[src/rtl/riscv_pkg.sv]
// Shared RV32I core definitions: datapath width, register address width and
// the writeback result-select encoding.
package riscv_pkg;

  localparam int unsigned XLEN       = 32;
  localparam int unsigned REG_ADDR_W = 5;

  localparam logic [1:0] RES_ALU = 2'b00;
  localparam logic [1:0] RES_MEM = 2'b01;
  localparam logic [1:0] RES_PC4 = 2'b10;
  localparam logic [1:0] RES_IMM = 2'b11;

endpackage : riscv_pkg

[src/rtl/wb_result_mux.sv]
// Writeback result select: picks the W-stage value to commit and forward.
module wb_result_mux #(
  parameter int unsigned XLEN = riscv_pkg::XLEN
) (
  input  logic [1:0]      resultSrc,
  input  logic [XLEN-1:0] aluResult,
  input  logic [XLEN-1:0] readData,
  input  logic [XLEN-1:0] pcPlus4,
  input  logic [XLEN-1:0] extImm,
  output logic [XLEN-1:0] result
);
  import riscv_pkg::*;

  always_comb begin
    result = aluResult;
    case (resultSrc)
      RES_ALU: result = aluResult;
      RES_MEM: result = readData;
      RES_PC4: result = pcPlus4;
      RES_IMM: result = extImm;
      default: result = aluResult;
    endcase
  end

endmodule : wb_result_mux

[src/rtl/wb_regfile.sv]
// Writeback stage plus the integer register file (x0 hardwired to zero).
// Define WB_REGFILE_BYPASS_EN for write-first reads of a same-cycle write.
module wb_regfile #(
  parameter int unsigned XLEN = riscv_pkg::XLEN,
  parameter int unsigned NREG = 32
) (
  input  logic                            clk,
  input  logic                            rst,
  input  logic                            RegWriteW,
  input  logic [1:0]                      ResultSrcW,
  input  logic [riscv_pkg::REG_ADDR_W-1:0] RdW,
  input  logic [XLEN-1:0]                 ALUResultW,
  input  logic [XLEN-1:0]                 ReadDataW,
  input  logic [XLEN-1:0]                 ExtImmW,
  input  logic [XLEN-1:0]                 PCPlus4W,
  input  logic [riscv_pkg::REG_ADDR_W-1:0] A1,
  input  logic [riscv_pkg::REG_ADDR_W-1:0] A2,
  output logic [XLEN-1:0]                 RD1,
  output logic [XLEN-1:0]                 RD2,
  output logic [XLEN-1:0]                 ResultW
);
  import riscv_pkg::*;

  logic [XLEN-1:0] regs [NREG];
  logic            wrEn;

  wb_result_mux #(.XLEN(XLEN)) uResultMux (
    .resultSrc (ResultSrcW),
    .aluResult (ALUResultW),
    .readData  (ReadDataW),
    .pcPlus4   (PCPlus4W),
    .extImm    (ExtImmW),
    .result    (ResultW)
  );

  // x0 writes are dropped here so the storage for x0 never leaves zero
  assign wrEn = RegWriteW && (RdW != '0) && (32'(RdW) < NREG);

  always_ff @(posedge clk or negedge rst) begin
    if (!rst) begin
      for (int i = 0; i < int'(NREG); i++) regs[i] <= '0;
    end else if (wrEn) begin
      regs[RdW] <= ResultW;
    end
  end

  // Read ports: x0 and reset force zero ahead of storage and bypass
  always_comb begin
    RD1 = '0;
    RD2 = '0;
    if (rst && (A1 != '0) && (32'(A1) < NREG)) begin
      RD1 = regs[A1];
`ifdef WB_REGFILE_BYPASS_EN
      if (wrEn && (A1 == RdW)) RD1 = ResultW;
`endif
    end
    if (rst && (A2 != '0) && (32'(A2) < NREG)) begin
      RD2 = regs[A2];
`ifdef WB_REGFILE_BYPASS_EN
      if (wrEn && (A2 == RdW)) RD2 = ResultW;
`endif
    end
  end

endmodule : wb_regfile
[config.mk]
export PLATFORM = sky130hd
export DESIGN_NAME = wb_regfile
export DESIGN_NICKNAME = d
export VERILOG_FILES = /design/src/rtl/riscv_pkg.sv /design/src/rtl/wb_result_mux.sv /design/src/rtl/wb_regfile.sv
export SDC_FILE = /design/constraint.sdc
export NUM_CORES = 2
export LEC_CHECK = 0
export ABC_AREA = 1
export BUFFER_PORTS_ARGS = -buffer_cell sky130_fd_sc_hd__buf_2
export CELL_PAD_IN_SITES_DETAIL_PLACEMENT = 1
export CELL_PAD_IN_SITES_GLOBAL_PLACEMENT = 1
export CORE_ASPECT_RATIO = 0.6
export CORE_UTILIZATION = 45
export CTS_BUF_LIST = sky130_fd_sc_hd__clkbuf_16
export DETAILED_ROUTE_END_ITERATION = 16
export PLACE_DENSITY_LB_ADDON = 0.15
export SETUP_SLACK_MARGIN = 0.5
export SYNTH_ARGS = -nofsm -noshare
export SYNTH_HDL_FRONTEND = slang
export SYNTH_SLANG_ARGS = --single-unit
export TNS_END_PERCENT = 30
[constraint.sdc]
create_clock -name clk -period 2.5 [get_ports clk]
set_input_delay 0.5 -clock clk [delete_from_list [all_inputs] [get_ports clk]]
set_output_delay 0.5 -clock clk [all_outputs]
set_load 0.1 [all_outputs]
* Word-level counts from Yosys, hierarchy flattened
Index checks and enable logic that the tools add are counted.
** Word-level totals
- Bits in registers :: 1024
- Input bits :: 148
- Output and inout port bits :: 96
** Operators by class
- Reduce and logical (&&, ||, !) cells :: 8
- Equality and inequality tests :: 3
- Bitwise logic cells :: 3
- Mux-type cells :: 12
- Magnitude comparators :: 4
** Operators by type and width (number)
- $bwmux 1024 :: 1
- $bmux 32 s5 :: 2
- $mux 32 :: 7
- $demux 32 s5 :: 1
- $pmux 32 s4 :: 1
- $ge 6x6->1 const B :: 3
- $not 5->6 :: 3
- $reduce_bool 5->1 :: 3
- $lt 6x1->1 const B :: 1
- $eq 2x2->1 const B :: 2
- $logic_and 1x1->1 :: 4
- $eq 2x1->1 const B :: 1
- $logic_not 2->1 :: 1

* Logic depth before layout (Yosys ltp)
- Depth in word-level cells :: 6
- Gate-level depth with buffers :: 13

* By module
A second synthesis with hierarchy kept.
** Second synthesis, totals
- Cells, all modules :: 8471
- Area total of the unflattened synthesis :: 58676.3 um2
** Modules (own cells, without submodules)
- wb_regfile :: sequential area each 25624.6 um2, area each 57597.7 um2, times used 1, cells each 8285
- wb_result_mux :: sequential area each 0.0 um2, area each 1078.5 um2, times used 1, cells each 186

* Least setup slack after synthesis
OpenSTA, ideal clock, no wires.
- Path kind :: input-to-output
- Start point :: in A1[1] in the netlist's numbering
- End point :: out RD1[22]
- Buffers on the path :: 3
- Data arrival time :: 2980 ps
- Slack :: -980 ps
- Required time :: 2000 ps
- Stages on the path :: 8
- Path through :: buf_2 nor2_1 buf_2 clkbuf_1 a21oi_1 nand3_1 nand3_1 a21oi_1
** Between the ends
- Longest elaborated chain between the ends :: 5
- Elaborated cells on any way between the ends :: 7
** RTL lines
- start, declared :: RTL line wb_regfile.sv:16 : input logic [riscv_pkg::REG_ADDR_W-1:0] A1,
- $not 5->6 (implied by the code) :: RTL line wb_regfile.sv:52 : RD1 = regs[A1];
- $bmux 32 s5 :: RTL line wb_regfile.sv:52
- $mux 32 (implied by the code) (2 in series) :: RTL line wb_regfile.sv:52
- $mux 32 * :: RTL line wb_regfile.sv:51 : if (rst && (A1 != '0) && (32'(A1) < NREG)) begin
- end, declared :: RTL line wb_regfile.sv:18 : output logic [XLEN-1:0] RD1,
Mark *: on every way between the ends. The rest lies on a longest branch, timed or not. The select of a mux whose other input is x is not followed.

* Final worst setup path
- Start point :: in A2[0] in the netlist's numbering
- End point :: out RD2[17]
** Between the ends
- Longest elaborated chain between the ends :: 5
- Elaborated cells on any way between the ends :: 7
** RTL lines
- start, declared :: RTL line wb_regfile.sv:17 : input logic [riscv_pkg::REG_ADDR_W-1:0] A2,
- $not 5->6 (implied by the code) :: RTL line wb_regfile.sv:58 : RD2 = regs[A2];
- $bmux 32 s5 :: RTL line wb_regfile.sv:58
- $mux 32 (implied by the code) (2 in series) :: RTL line wb_regfile.sv:58
- $mux 32 * :: RTL line wb_regfile.sv:57 : if (rst && (A2 != '0) && (32'(A2) < NREG)) begin
- end, declared :: RTL line wb_regfile.sv:19 : output logic [XLEN-1:0] RD2,
Marked as above.

==> impl_metrics.csv <==
group,metric,value,unit
yosys,async_flop_share,100,%
cells_and_area,finalNonFillerCells,10500,
detailed_routing,drtIter0Drc,9768,
yosys,yosysWarningCount,0,
timing,clock_skew,0,ns
clock_network,cts_tree,"built",
min_path,min_path_type,"in -> async",
detailed_routing,routedWlPerCell,29.6,um
timing,max_slew_margin,36.1,%
timing,setup_violations,64,
pwr,clock_power_share,29.5,%
yosys,synth_top_area_cell,"dfrtp_1",
detailed_routing,drtAntennaViolNets,0,
timing,final.min_clock_period,2.81,ns
flow_run,cap_violations,0,
pwr,power.density,713,nW/um^2
setup_path,rr_endpoint,"regs[755]$_DFFE_PN0P_",
detailed_routing,vias_per_cell,6.45,
run_status,status,"finished, violations left",
yosys,synthesis.nets,8563,
timing,max_freq,356,MHz
global_routing,overflow,0,
clock_network,clkLatencyLatePin,0.74,ns
setup_path,crit_type,"in -> out",
setup_path,endpoint_kind,"output port",
global_routing,grt_max_degree,142,
clock_network,htree_levels,3,
timing,grt_setup_unrepaired,"true",
cells_and_area,largest_reg_flops,1024,
floorplanning,rows,100,
floorplanning,die_w,462,um
yosys,seq_area_frac_synth,44.8,%
yosys,syn_inst,8415,
yosys,synth_area_per_cell,6.79,sq um
floorplanning,initial_core_util,45.7,%
timing,holdWs,-0.0642,ns
setup_path,timing.rr.start,"regs[755]$_DFFE_PN0P_",
place,io_buffers,243,
floorplanning,ios,244,
cells_and_area,fin_area,75200,sq um
yosys,synth_top_cell_area_share,44.8,%
cells_and_area,reg_top3,"regs: 1024 flops",
cells_and_area,fin_nets,8888,
cells_and_area,largest-register,"regs",
pwr,p_switching,20.0,mW
setup_path,path_max_fanout,9,
place,dpl.hpwl,181000,um
global_routing,antenna_found_initial,11,
clock_network,cts_max_path_buffers,3,
clock_network,cts-root-buf,"clkbuf_16",
yosys,yosys.cell_count.top_type,"nand2_1",
setup_path,ff2ff_setup_slack,1.40,ns
timing,fin_ws,-0.309,ns
pwr,seqPwrFrac,42.5,%
detailed_routing,drc,0,
global_routing,grt_usage,45.3,%
clock_network,clock-sinks,1024,
place,placed_area,66900,sq um
detailed_routing,vias,67800,
yosys,synth_seq_cells,1024,
place,place.gp.congestion,0.915,
pwr,leakagePower,35.4,nW
pwr,vdd_drop_max,0.616,mV
yosys,synthDistinctLibCells,25,
yosys,syn-cell-area,57200,sq um
yosys,synth_common_cells,"3143 x nand2_1, 1513 x o21ai_0, 1024 x dfrtp_1",
global_routing,grt_pass1_wl,436000,um
yosys,synth_edf_count,0,
detailed_routing,wirelength,312000,um
setup_path,arrival,2.31,ns
timing,hold_violations,8,
setup_path,start_kind,"input pin",
run_status,violations,"hold timing, setup timing",
place,dp_cells,10100,
pwr,switching_share,37.2,%
pwr,power.internal,33.6,mW
timing,tightestPinTransition,0.958,ns
floorplanning,chipHeight,278,um
yosys,ys_dominant_reg_cell,"dfrtp_1",
setup_path,required,2.00,ns
global_routing,grt_pass1_vias,66700,
clock_network,cts.clk_slew.worst_paths,0.07,ns
detailed_routing,dr.pass1.iters,6,
cells_and_area,fin_util,60.2,%
clock_network,cts_buffers,102,
setup_path,rr_worst_depth,5,
floorplanning,core_area,125000,sq um
cells_and_area,drive_above_1_share,18.8,%
floorplanning,die-area,129000,sq um
cells_and_area,area_growth,31.6,%
pwr,power_frac_comb,28.0,%
timing,period_share,112,%
yosys,synthTopCellsByArea,"dfrtp_1 45%, nand2_1 21%, o21ai_0 13%",
timing,finalMaxSlewViolations,0,
## cell usage in the layout (no fill, tap or decap), types with 5 or more instances in the layout
cell type,count
clkinv_8,8
buf_2,136
o21ai_1,116
clkinv_2,25
and3_1,9
buf_8,9
clkinv_4,5
a21oi_1,181
o21ai_2,26
nand3_2,140
a21oi_4,32
nand2_4,43
nand3_4,20
bufinv_16,8
a21oi_2,20
o211ai_1,22
buf_12,305
nor2_4,50
nor2_2,48
buf_6,41
inv_1,146
nand3_1,633
clkbuf_16,137
clkinv_1,19
nor2_1,596
buf_16,59
nand2_1,3053
o22ai_1,9
clkinvlp_4,9
o21ai_4,40
o21ai_0,1347
inv_2,38
diode_2,5
dfrtp_1,1024
nor3_1,6
buf_4,374
nand2_2,63
## kinds of logic after synthesis
kind of cell / count (synthesis) / share of synthesized area, %
buffers and inverters: 930 / 6.79
and+or+nand+nor: 4667 / 32.6
DFF: 1024 / 44.8
AOI/OAI and AO/OA: 1794 / 15.8
## metal layers
layer	global-route usage (%)	vias to the layer above	part of all wire, %
met4	22.9	8	6.4
met5	0	-	0.014
met2	65.4	5004	41
li1	-	27900	-
met1	62.1	33700	38
met3	12.5	1194	14
## power by group through the flow
stage          sequential (mW)  clock, mW  combinational [mW]
6_report                  22.8       15.8                15.0
3_3_place_gp              22.5          0                12.2
3_5_place_dp              22.7          0                12.9
5_1_grt                   23.0       16.4                16.2
2_1_floorplan             21.8          0                8.05
4_1_cts                   22.4       15.7                13.6
## worst max-delay path by stage
stage | slack, ns | depth (start not counted) | to | start
2_1_floorplan | -0.04 | 13 | RD2[20] | A2[0]
5_1_grt | -0.34 | 9 | RD2[31] | regs[703]$_DFFE_PN0P_
4_1_cts | -0.25 | 9 | RD2[31] | regs[575]$_DFFE_PN0P_
3_5_place_dp | -0.25 | 13 | RD2[29] | A2[0]
3_3_place_gp | -0.24 | 12 | RD2[16] | A2[0]
6_report | -0.31 | 13 | RD2[17] | A2[0]
## area by class of cell
type,count,area (sq um)
tap,1683,2110
inverter,188,908
clock inverter,79,574
multi-input combinational,6461,30600
antenna,5,12.5
fill,15200,49800
timing repair buffer,961,12800
clock buffer,105,2630
timing repair inverter,2,27.5
sequential,1024,25600
## critical path, cell delays in order
cell and delay [ns]:
buf_16 0.15, buf_12 0.13, buf_16 0.17, buf_4 0.17, nor2_1 0.05, nor2_1 0.12, o21ai_0 0.16, nand3_1 0.11
nand3_1 0.10, nand2_1 0.10, nand2_1 0.10, nor2_4 0.21, buf_12 0.21
## timing repair
item,4_1_cts,5_1_grt
pin swaps,127,162
hold endpoints to repair,40,0
cloned,21,34
endpoints found under the setup margin,96,96
gates resized for setup,367,376
setup buffers,47,76
hold buffers,1,0
## per-stage QoR
| step | TNS (ns) | worst slack, ns | total power, mW |
|---|---|---|---|
| after detailed placement | -10.19 | -0.253 | 35.5 |
| after CTS | -9.59 | -0.254 | 51.8 |
| final | -12.57 | -0.309 | 53.6 |
| after global placement | -8.07 | -0.236 | 34.7 |
| after floorplan | -1.30 | -0.0449 | 29.8 |
| after global routing | -14.46 | -0.336 | 55.6 |
No activity file was read; power rests on OpenSTA's default activity.
